File: src/rtl/tmds_decoder.sv
// tmds_decoder: receive-side TMDS lane decoder with control-token word alignment and lock tracking
// Ports: clk_pixel_in/rst_n_in clock and async active-low reset; word_in/word_valid_in raw
// deserialized words (bit 0 first); data_out/ctrl_out/de_out decoded symbol; valid_out output
// strobe while locked; locked_out alignment lock; offset_out current bit-slip offset 0..9.
// Define TMDS_DECODER_STATS_EN to add saturating slip_count_out/loss_count_out statistics ports.
module tmds_decoder #(
    parameter int SEARCH_WINDOW = 4096,
    parameter int LOSS_WINDOW   = 4096,
    parameter int MIN_CTRL_RUN  = 8
) (
    input  logic       clk_pixel_in,
    input  logic       rst_n_in,
    input  logic [9:0] word_in,
    input  logic       word_valid_in,
    output logic [7:0] data_out,
    output logic [1:0] ctrl_out,
    output logic       de_out,
    output logic       valid_out,
    output logic       locked_out,
    output logic [3:0] offset_out
`ifdef TMDS_DECODER_STATS_EN
    ,
    output logic [7:0] slip_count_out,
    output logic [7:0] loss_count_out
`endif
);
    localparam int SW = SEARCH_WINDOW > 1 ? $clog2(SEARCH_WINDOW) : 1;
    localparam int LW = LOSS_WINDOW > 1 ? $clog2(LOSS_WINDOW) : 1;
    localparam int MW = SW > LW ? SW : LW;
    localparam int RW = MIN_CTRL_RUN > 1 ? $clog2(MIN_CTRL_RUN) : 1;
    localparam logic [MW-1:0] SEARCH_LAST = MW'(SEARCH_WINDOW - 1);
    localparam logic [MW-1:0] LOSS_LAST = MW'(LOSS_WINDOW - 1);
    localparam logic [RW-1:0] RUN_LAST = RW'(MIN_CTRL_RUN - 1);
    localparam logic [9:0] T00 = 10'b1101010100;
    localparam logic [9:0] T01 = 10'b0010101011;
    localparam logic [9:0] T10 = 10'b0101010100;
    localparam logic [9:0] T11 = 10'b1010101011;

    typedef enum logic [1:0] {SEARCH, VERIFY, LOCKED} state_t;

    state_t          state, nxt;
    logic [9:0]      cur, aligned, sel;
    logic [19:0]     win;
    logic [MW-1:0]   miss, miss_nxt;
    logic [RW-1:0]   run, run_nxt;
    logic [3:0]      offset, off_nxt;
    logic            is_tok, slip, loss, lock_nxt;
    logic [1:0]      code;
    logic [7:0]      q, d;

    // Offset k takes the symbol that begins k bits before the newly arrived word.
    assign win = {word_in, cur};
    assign sel = 10'(win >> (4'd10 - offset));

    assign is_tok = aligned == T00 || aligned == T01 || aligned == T10 || aligned == T11;
    assign code = {aligned == T10 || aligned == T11, aligned == T01 || aligned == T11};

    // Undo the conditional inversion, then the XOR/XNOR transition chain.
    assign q = aligned[9] ? ~aligned[7:0] : aligned[7:0];
    assign d = {q[7:1] ^ q[6:0] ^ {7{~aligned[8]}}, q[0]};

    always_comb begin
        nxt = state;
        miss_nxt = miss;
        run_nxt = run;
        off_nxt = offset;
        slip = 1'b0;
        loss = 1'b0;
        case (state)
            SEARCH:
                if (is_tok) begin
                    nxt = VERIFY;
                    run_nxt = RW'(1);
                end else if (miss == SEARCH_LAST) begin
                    miss_nxt = '0;
                    slip = 1'b1;
                    off_nxt = offset == 4'd9 ? 4'd0 : offset + 4'd1;
                end else begin
                    miss_nxt = miss + 1'b1;
                end
            VERIFY:
                if (!is_tok) begin
                    nxt = SEARCH;
                    run_nxt = '0;
                end else if (run == RUN_LAST) begin
                    nxt = LOCKED;
                    miss_nxt = '0;
                    run_nxt = '0;
                end else begin
                    run_nxt = run + 1'b1;
                end
            LOCKED:
                if (is_tok) begin
                    miss_nxt = '0;
                end else if (miss == LOSS_LAST) begin
                    nxt = SEARCH;
                    miss_nxt = '0;
                    loss = 1'b1;
                end else begin
                    miss_nxt = miss + 1'b1;
                end
            default: nxt = SEARCH;
        endcase
    end

    always_comb begin
        lock_nxt = nxt == LOCKED;
    end

    always_ff @(posedge clk_pixel_in or negedge rst_n_in) begin
        if (!rst_n_in) begin
            state <= SEARCH;
            cur <= '0;
            aligned <= '0;
            miss <= '0;
            run <= '0;
            offset <= '0;
        end else if (word_valid_in) begin
            state <= nxt;
            cur <= word_in;
            aligned <= sel;
            miss <= miss_nxt;
            run <= run_nxt;
            offset <= off_nxt;
        end
    end

    always_ff @(posedge clk_pixel_in or negedge rst_n_in) begin
        if (!rst_n_in) begin
            data_out <= '0;
            ctrl_out <= '0;
            de_out <= 1'b0;
            valid_out <= 1'b0;
            locked_out <= 1'b0;
        end else begin
            valid_out <= word_valid_in && lock_nxt;
            if (word_valid_in) begin
                locked_out <= lock_nxt;
                de_out <= !is_tok;
                if (is_tok) ctrl_out <= code;
                else data_out <= d;
            end
        end
    end

    assign offset_out = offset;

`ifdef TMDS_DECODER_STATS_EN
    always_ff @(posedge clk_pixel_in or negedge rst_n_in) begin
        if (!rst_n_in) begin
            slip_count_out <= '0;
            loss_count_out <= '0;
        end else if (word_valid_in) begin
            if (slip && slip_count_out != 8'hFF) slip_count_out <= slip_count_out + 8'd1;
            if (loss && loss_count_out != 8'hFF) loss_count_out <= loss_count_out + 8'd1;
        end
    end
`endif
endmodule

File: config.mk
export PLATFORM = sky130hd
export DESIGN_NAME = tmds_decoder
export DESIGN_NICKNAME = d
export VERILOG_FILES = /design/src/rtl/tmds_decoder.sv
export SDC_FILE = /design/constraint.sdc
export NUM_CORES = 1
export LEC_CHECK = 0
export BUFFER_PORTS_ARGS = -buffer_cell sky130_fd_sc_hd__buf_2
export CAP_MARGIN = 20
export CORE_ASPECT_RATIO = 0.75
export CORE_MARGIN = 2
export CORE_UTILIZATION = 64
export DETAILED_ROUTE_END_ITERATION = 10
export MAX_ROUTING_LAYER = met4
export PLACE_DENSITY = 0.91
export SETUP_SLACK_MARGIN = 0.15
export SYNTH_ARGS = -nofsm -noshare
export SYNTH_HDL_FRONTEND = slang
export SYNTH_SLANG_ARGS = --single-unit
export TNS_END_PERCENT = 5
File: constraint.sdc
create_clock -name clk_pixel_in -period 9.34 [get_ports clk_pixel_in]
set_input_delay 1.868 -clock clk_pixel_in [delete_from_list [all_inputs] [get_ports clk_pixel_in]]
set_output_delay 1.868 -clock clk_pixel_in [all_outputs]
set_load 0.02 [all_outputs]
==> results of run 1 <==
## cell usage in the layout (no fill, tap or decap), drive strengths merged, types with 3 or more instances in the layout
| master | instances |
|---|---|
| dfrtp | 54 |
| o21ai | 46 |
| nand2 | 45 |
| buf | 33 |
| nor2 | 20 |
| mux2 | 20 |
| inv | 16 |
| xnor2 | 13 |
| mux2i | 12 |
| a21oi | 12 |
| nand3 | 11 |
| ha | 10 |
| mux4 | 9 |
| nor3 | 8 |
| nand2b | 6 |
| clkbuf | 5 |
| o31ai | 4 |
| or4 | 3 |
| nor3b | 3 |
| a31oi | 3 |
## how the worst max path moves through the flow
stage / startpoint / depth (start not counted) / slack (ps) / end
2_1_floorplan: offset_out[0]$_DFFE_PN0P_ / 8 / 6150 / aligned[4]$_DFFE_PN0P_
3_3_place_gp: word_valid_in / 6 / 5260 / miss[4]$_DFFE_PN0P_
3_5_place_dp: word_valid_in / 6 / 5080 / miss[3]$_DFFE_PN0P_
4_1_cts: word_valid_in / 6 / 5410 / miss[3]$_DFFE_PN0P_
5_1_grt: word_valid_in / 6 / 5250 / miss[3]$_DFFE_PN0P_
6_report: word_valid_in / 6 / 5380 / miss[3]$_DFFE_PN0P_
## state kept, by name, indices dropped and copies added (netlist names)
signal	count
miss	12
aligned	10
cur	10
data_out	8
state	2
locked_out	1
ctrl_out	2
valid_out	1
offset_out	4
run	3
de_out	1
## power by group
group	internal, mW	switching [mW]	total (mW)
combinational	0.0528	0.0748	0.128
sequential	0.263	0.0319	0.295
clock	0.0813	0.0809	0.162
total	0.397	0.188	0.585
## metal layers
metal | global-route usage, % | vias to the layer above | share of wire (%)
li1 | - | 1314 | -
met1 | 40.5 | 1330 | 46
met2 | 44.1 | 128 | 46
met3 | 4.52 | 10 | 7.4
met4 | 9.28 | 0 | 1.3
met5 | - | - | 0
## worst max-delay path: cells and delay by family
kind	cells	cell delay, ps
buffers and inverters	2	910
AOI/OAI and AO/OA	2	440
and+or+nand+nor	2	950
## kinds of logic after synthesis
family          count (synthesis)
simple gates                  109
compound gates                 87
flops                          54
mux                            41
buf+inv                        36
xor+xnor                       15
fa+ha+maj                      10
## layout make-up
cell class                      instances  share of cell area (%)
Timing Repair Buffer                   33                    4.75
Inverter                               15                    1.53
Multi-Input combinational cell        262                    51.5
Clock buffer                            5                    1.87
Tap cell                               72                    2.44
Sequential cell                        54                    36.6
Clock inverter                          3                    1.29
## synthesized netlist by cell type, types with 2 or more instances
master / count
mux4_2: 9
o31ai_1: 4
or4b_1: 2
o21ai_1: 7
dfrtp_1: 54
ha_1: 10
a21oi_1: 12
o21ai_0: 39
or4_1: 3
o211ai_1: 2
and3_1: 2
nand4_1: 2
xor2_1: 2
a211oi_1: 2
mux2i_1: 12
mux2_2: 20
a211o_1: 2
nand2_1: 45
nand3_1: 11
inv_1: 14
nor3_1: 8
clkbuf_1: 11
a31oi_1: 3
nor3b_1: 3
nor4b_1: 2
buf_2: 3
a32o_1: 2
xnor2_1: 13
buf_1: 5
nor2_1: 20
nand2b_1: 5
## stage by stage
step	instances	hold slack, ps	util, %	area (µm²)	setup WS, ps
floorplan	352	461	-	3400	6150
global placement	434	456	71.0	3560	5260
detailed placement	434	470	71.0	3560	5080
CTS	442	493	73.4	3670	5410
global route	444	515	73.7	3690	5250
finish	444	486	73.7	3690	5380
==> results.tsv, run 1 <==
stage	metric	value	unit
cts	cts.clk_slew.worst_paths	100	ps
route	routed_wl	7370	µm
yosys	synth_top_family_by_area	compound AO/OA/AOI/OAI gates	
setup_path	crit_path_end_kind	flop	
sta	layout_worst_path_cycle_share	42.4	%
flow_run	drv_cap	0	
setup_path	reg2reg_slack	5580	ps
cells_and_area	nets	394	
sta	fmax	252	MHz
yosys	synth-simple-area-share	15.5	%
power	ir_worst_vdd	0.0944	mV
die	die_w	88.2	µm
yosys	synthMuxAreaShare	16.1	%
yosys	yosys-top-cells-area	dfrtp_1, mux2_2, mux4_2	
cts	cts_tree	built	
sta	finalHoldViolCount	0	
placement	place_congestion	0.925	
yosys	yosysTopAreaCellShare	39.7	%
yosys	synthesis.area	3400	µm²
global_route	grt_first_pass_wirelength	12700	µm
route	dr.pass1.iters	5	
yosys	synth_fa_ha_area_share	3.68	%
die	io_pins	30	
global_route	grt_max_degree	55	
sta	fin_crit	3960	ps
cts	cts-resized-gates	0	
yosys	syn_inst	352	
setup_path	critPathMaxStageDelay	590	ps
sta	tightest_slew	954	ps
yosys	ys_seq_area_share	39.7	%
cells_and_area	fillCellCount	354	
die	die_area	5920	µm²
yosys	ys_seq_elements	54	
yosys	avgSynthCellArea	9.66	µm²
yosys	yosysWarnings	0	
min_path	min-delay-start	data_out[6]$_DFFE_PN0P_	
power	totalPowerFinal	0.585	mW
run_status	status	finished, final reports clean	
die	die_h	67.1	µm
sta	rsz0062_at_grt	no	
placement	port_buffers	29	
sta	relSlewSlack	36.4	%
yosys	synth_fp_nets	375	
power	leakage	1.60	nW
setup_path	critPathSlowestCell	nor4b_1	
route	drt_iter0_drc	333	
global_route	track_usage	28.9	%
setup_path	cp_max_fo	32	
cells_and_area	multi_input_area	1900	µm²
cts	root_buffer	clkbuf_8	
die	start_util	67.9	%
sta	fin_tns_setup	0	ps
cts	cts_buffers	5	
setup_path	r2r-start	offset_out[0]$_DFFE_PN0P_	
yosys	synth-main-ff-cell	dfrtp_1	
route	viasPerCell	6.27	
sta	setup_viol	0	
cells_and_area	n_antenna_cell	0	
setup_path	r2r-end	aligned[4]$_DFFE_PN0P_	
setup_path	cp.required	9570	ps
cells_and_area	drive_gt1_share	20.2	%
setup_path	r2r_cells	6	
setup_path	crit_arrival	4190	ps
cts	cts_max_path_buffers	2	
yosys	yosysUniqueCellTypes	54	
global_route	grt_pass1_vias	2648	
route	ant_nets	0	
setup_path	worstSetupPathType	in -> reg	
die	design.core.area	5010	µm²
min_path	min_path_cells	2	
cts	cts_setup_buffers	0	
cts	htree_levels	2	
cells_and_area	seqCellArea	1350	µm²
min_path	hold_path_end	data_out[6]$_DFFE_PN0P_	
power	powerDensity	159	nW/µm²
global_route	antenna_found_initial	0	
yosys	yosysTopAreaCell	dfrtp_1	
yosys	postSynth.asyncResetShare	100	%
cts	postCtsHoldBufs	0	
cells_and_area	area_delta_synth_final	8.46	%
placement	place_hpwl	5300	µm
route	avgRoutedWirePerCell	16.6	µm
min_path	min_path_type	reg -> reg	
sta	drv_slew	0	
yosys	synth-compound-area-share	16.7	%
yosys	synth_xor_xnor_area_share	3.86	%
route	vias	2782	
yosys	synth_edf_count	0	
cts	clk-insertion-delay-late	320	ps
cts	clock-sinks	54	
sta	clock_skew	7.63	ps
setup_path	crit_path_start_kind	primary input	
route	drc	0	
die	rows	22	
setup_path	path_cells	buf_2 -> inv_1 -> nor4b_1 -> a311oi_4 -> nand2b_2 -> o31ai_1	
global_route	grt_overflow	0	
Power figures use the tool's default switching activity.
==> inputs of run 2 (changes only) <==
--- a/config.mk
+++ b/config.mk
@@ -5,14 +5,15 @@
 export SDC_FILE = /design/constraint.sdc
 export NUM_CORES = 1
 export LEC_CHECK = 0
+export ABC_AREA = 1
 export BUFFER_PORTS_ARGS = -buffer_cell sky130_fd_sc_hd__buf_2
 export CAP_MARGIN = 20
 export CORE_ASPECT_RATIO = 0.75
 export CORE_MARGIN = 2
-export CORE_UTILIZATION = 64
+export CORE_UTILIZATION = 60
 export DETAILED_ROUTE_END_ITERATION = 10
 export MAX_ROUTING_LAYER = met4
-export PLACE_DENSITY = 0.91
+export PLACE_DENSITY = 0.86
 export SETUP_SLACK_MARGIN = 0.15
 export SYNTH_ARGS = -nofsm -noshare
 export SYNTH_HDL_FRONTEND = slang
==> constraint.sdc (replaced) <==
create_clock -name clk_pixel_in -period 4.1 [get_ports clk_pixel_in]
set_input_delay 0.82 -clock clk_pixel_in [delete_from_list [all_inputs] [get_ports clk_pixel_in]]
set_output_delay 0.82 -clock clk_pixel_in [all_outputs]
set_load 0.02 [all_outputs]
==> run 2 against run 1 <==
  * Combinational power grew to 3.5 times the previous value
  * Via count rose by 24%
  * Synthesized area up 7.9%
  * Sequential cell count is the same
  * Register-to-register slack worse by 4500 ps
  * Non-clock buffer count decreased by 2
  * Worst hold slack got worse by 5.3 ps
  * Total power grew to 2.5 times the previous value
  * Design area rose by 6.3%
  * First-iteration DRC count is 17% lower
  * Critical path type is now reg -> reg
  * Largest power group unchanged
  * Highest routed layer unchanged
==> results.tsv, run 2 <==
stage	metric	value	unit
placement	place_hpwl	6290	µm
route	vias	3457	
yosys	yosys-top-cells-area	dfrtp_1, nand2_1, o21ai_0	
setup_path	worstSetupPathType	reg -> reg	
cells_and_area	top_regs	miss: 12 flops, aligned: 10 flops, cur: 10 flops	
cts	cts_setup_buffers	0	
die	start_util	62.7	%
yosys	avgSynthCellArea	6.85	µm²
placement	port_buffers	29	
cts	root_buffer	clkbuf_8	
sta	finalHoldViolCount	0	
cts	cts.clk_slew.worst_paths	110	ps
cells_and_area	nets	578	
global_route	grt_max_degree	41	
placement	place_congestion	0.919	
yosys	synth_most_common_cell	nand2_1	
sta	tightest_slew	850	ps
yosys	synthMuxAreaShare	0.273	%
route	top_layer_used	met4	
yosys	synth_common_cells	nand2_1, inv_1, dfrtp_1, o21ai_0, nor2_1	
yosys	synth_top_family_by_area	simple AND/OR/NAND/NOR gates	
sta	clock_skew	13.9	ps
cells_and_area	final_common_cell	nand2_1	
sta	holdWs	481	ps
min_path	min_path_cells	2	
route	routed_wl	8420	µm
cells_and_area	final_cell_mix	nand2_1, inv_1, dfrtp_1	
global_route	grt_overflow	0	
power	totalPowerFinal	1.49	mW
yosys	synth-compound-area-share	12.4	%
global_route	grt_pass1_vias	3238	
die	rows	24	
setup_path	critPathMaxStageDelay	690	ps
route	viasPerCell	5.45	
setup_path	cp_top_family	buffers and inverters	
cts	postCtsHoldBufs	0	
yosys	synth_fa_ha_area_share	3.41	%
sta	layout_worst_path_cycle_share	73.1	%
setup_path	crit_arrival	3230	ps
yosys	synth-simple-area-share	34.5	%
yosys	syn_inst	536	
cts	clock-sinks	54	
cells_and_area	largest_reg_flops	12	
setup_path	cp.required	4330	ps
sta	drv_slew	0	
cells_and_area	drive_gt1_share	10.6	%
global_route	antenna_found_initial	0	
yosys	yosysTopAreaCell	dfrtp_1	
yosys	yosysTopAreaCellShare	36.8	%
power	powerDensity	380	nW/µm²
sta	rsz0062_at_grt	no	
yosys	yosysWarnings	0	
yosys	synth_edf_count	0	
cells_and_area	multi_input_area	1980	µm²
min_path	min_path_type	reg -> reg	
cells_and_area	n_antenna_cell	0	
yosys	ys_seq_elements	54	
sta	setup_viol	0	
yosys	yosysUniqueCellTypes	36	
setup_path	cp_max_fo	32	
route	ant_nets	0	
cts	cts_buffers	5	
route	drc	0	
route	wl_met1	4240	µm
setup_path	critPathSlowestCell	ha_1	
cts	cts_tree	built	
setup_path	crit_path_end_kind	flop	
sta	fin_crit	3000	ps
cells_and_area	seqCellArea	1350	µm²
cts	cts-resized-gates	0	
cells_and_area	fillCellCount	544	
route	drt_iter0_drc	275	
sta	relSlewSlack	43.2	%
yosys	synth-main-ff-cell	dfrtp_1	
die	design.core.area	5860	µm²
die	die_area	6770	µm²
sta	fmax	334	MHz
cts	htree_levels	2	
setup_path	crit_buf_inv	3	
power	ir_worst_vdd	0.237	mV
route	wl_met3	521	µm
run_status	status	finished, final reports clean	
die	die_h	71.8	µm
cells_and_area	largest-register	miss	
setup_path	cp.depth	9	
cts	cts_max_path_buffers	2	
route	avgRoutedWirePerCell	13.3	µm
yosys	ys_seq_area_share	36.8	%
route	dr.pass1.iters	5	
setup_path	reg2reg_slack	1100	ps
yosys	postSynth.asyncResetShare	100	%
setup_path	path_cells	buf_4 -> inv_1 -> ha_1 -> clkinv_1 -> nand2_1 -> o21ai_0 -> o21ai_0 -> nand2_1 -> a31oi_1	
setup_path	r2r_cells	9	
setup_path	crit_path_start_kind	flop	
global_route	grt_first_pass_wirelength	14800	µm
yosys	synthesis.area	3670	µm²
sta	fin_tns_setup	0	ps
global_route	track_usage	28.4	%
die	io_pins	30	
cts	clk-insertion-delay-late	320	ps
yosys	synth_xor_xnor_area_share	3.30	%
power	leakage	2.07	nW
die	die_w	94.3	µm
route	wl_met2	3580	µm
flow_run	drv_cap	0	
cells_and_area	area_delta_synth_final	6.81	%
yosys	synth_fp_nets	559	
## run 2: changes by cell type in the layout (fill, tap and decap cells not counted), sizes merged, moves of 5 or more
cell | previous run | this run
o21ai | 46 | 62
nand2 | 45 | 178
mux2 | 20 | 0
inv | 16 | 63
nand3 | 11 | 39
nor2 | 20 | 55
mux4 | 9 | 0
nor3 | 8 | 3
mux2i | 12 | 1
xor2 | 2 | 10
nand4 | 2 | 10
xnor2 | 13 | 3
nand2b | 6 | 0
## run 2: worst reg2reg max path: cells and delay by family, from the launching register on
kind                     cells  cell delay [ps]
flip-flops                   1              340
AND/OR/NAND/NOR              2              260
adder cells (fa/ha/maj)      1              690
buffers and inverters        3             1050
AO/OA/AOI/OAI                3              570
## run 2: power by group
part	internal, mW	switching [mW]	total [mW]
Combinational	0.155	0.297	0.452
Sequential	0.638	0.0854	0.724
Clock	0.137	0.178	0.315
## run 2: layout make-up
cell class	instances	area share, %
clock buffers	7	2.20
well taps	78	2.49
inverters	65	6.22
repair buffers	31	4.08
clock inverters	1	0.128
flip-flops and latches	54	34.4
multi-input cells	398	50.4
## run 2: per-stage QoR
step                worst slack (ps)  area, µm²  utilization [%]  instances
floorplan                       2050       3670                -        536
global placement                1330       3830             65.4        626
detailed placement              1190       3830             65.4        626
CTS                             1170       3920             67.0        634
global route                     792       3920             67.0        634
finish                          1100       3920             67.0        634
## run 2: cells by family (layout without fill, tap and decap cells)
family,after synthesis,after routing
flops,54,54
xor+xnor,13,13
mux,1,1
compound gates,85,85
fa+ha+maj,10,10
buf+inv,84,104
simple gates,289,289
## run 2: layer usage
layer,up-vias,track usage (%)
met5,-,-
li1,1743,-
met1,1589,42.1
met4,0,7.57
met3,8,3.68
met2,117,41.4
## run 2: worst paths after layout
kind	start	end
max in group asynchronous	rst_n_in	aligned[9]$_DFFE_PN0P_
worst max register to register	offset_out[0]$_DFFE_PN0P_	aligned[1]$_DFFE_PN0P_
worst max-delay path	offset_out[0]$_DFFE_PN0P_	aligned[1]$_DFFE_PN0P_
worst min-delay path	data_out[4]$_DFFE_PN0P_	data_out[4]$_DFFE_PN0P_
worst min register to register	data_out[4]$_DFFE_PN0P_	data_out[4]$_DFFE_PN0P_
min in group asynchronous	rst_n_in	cur[7]$_DFFE_PN0P_
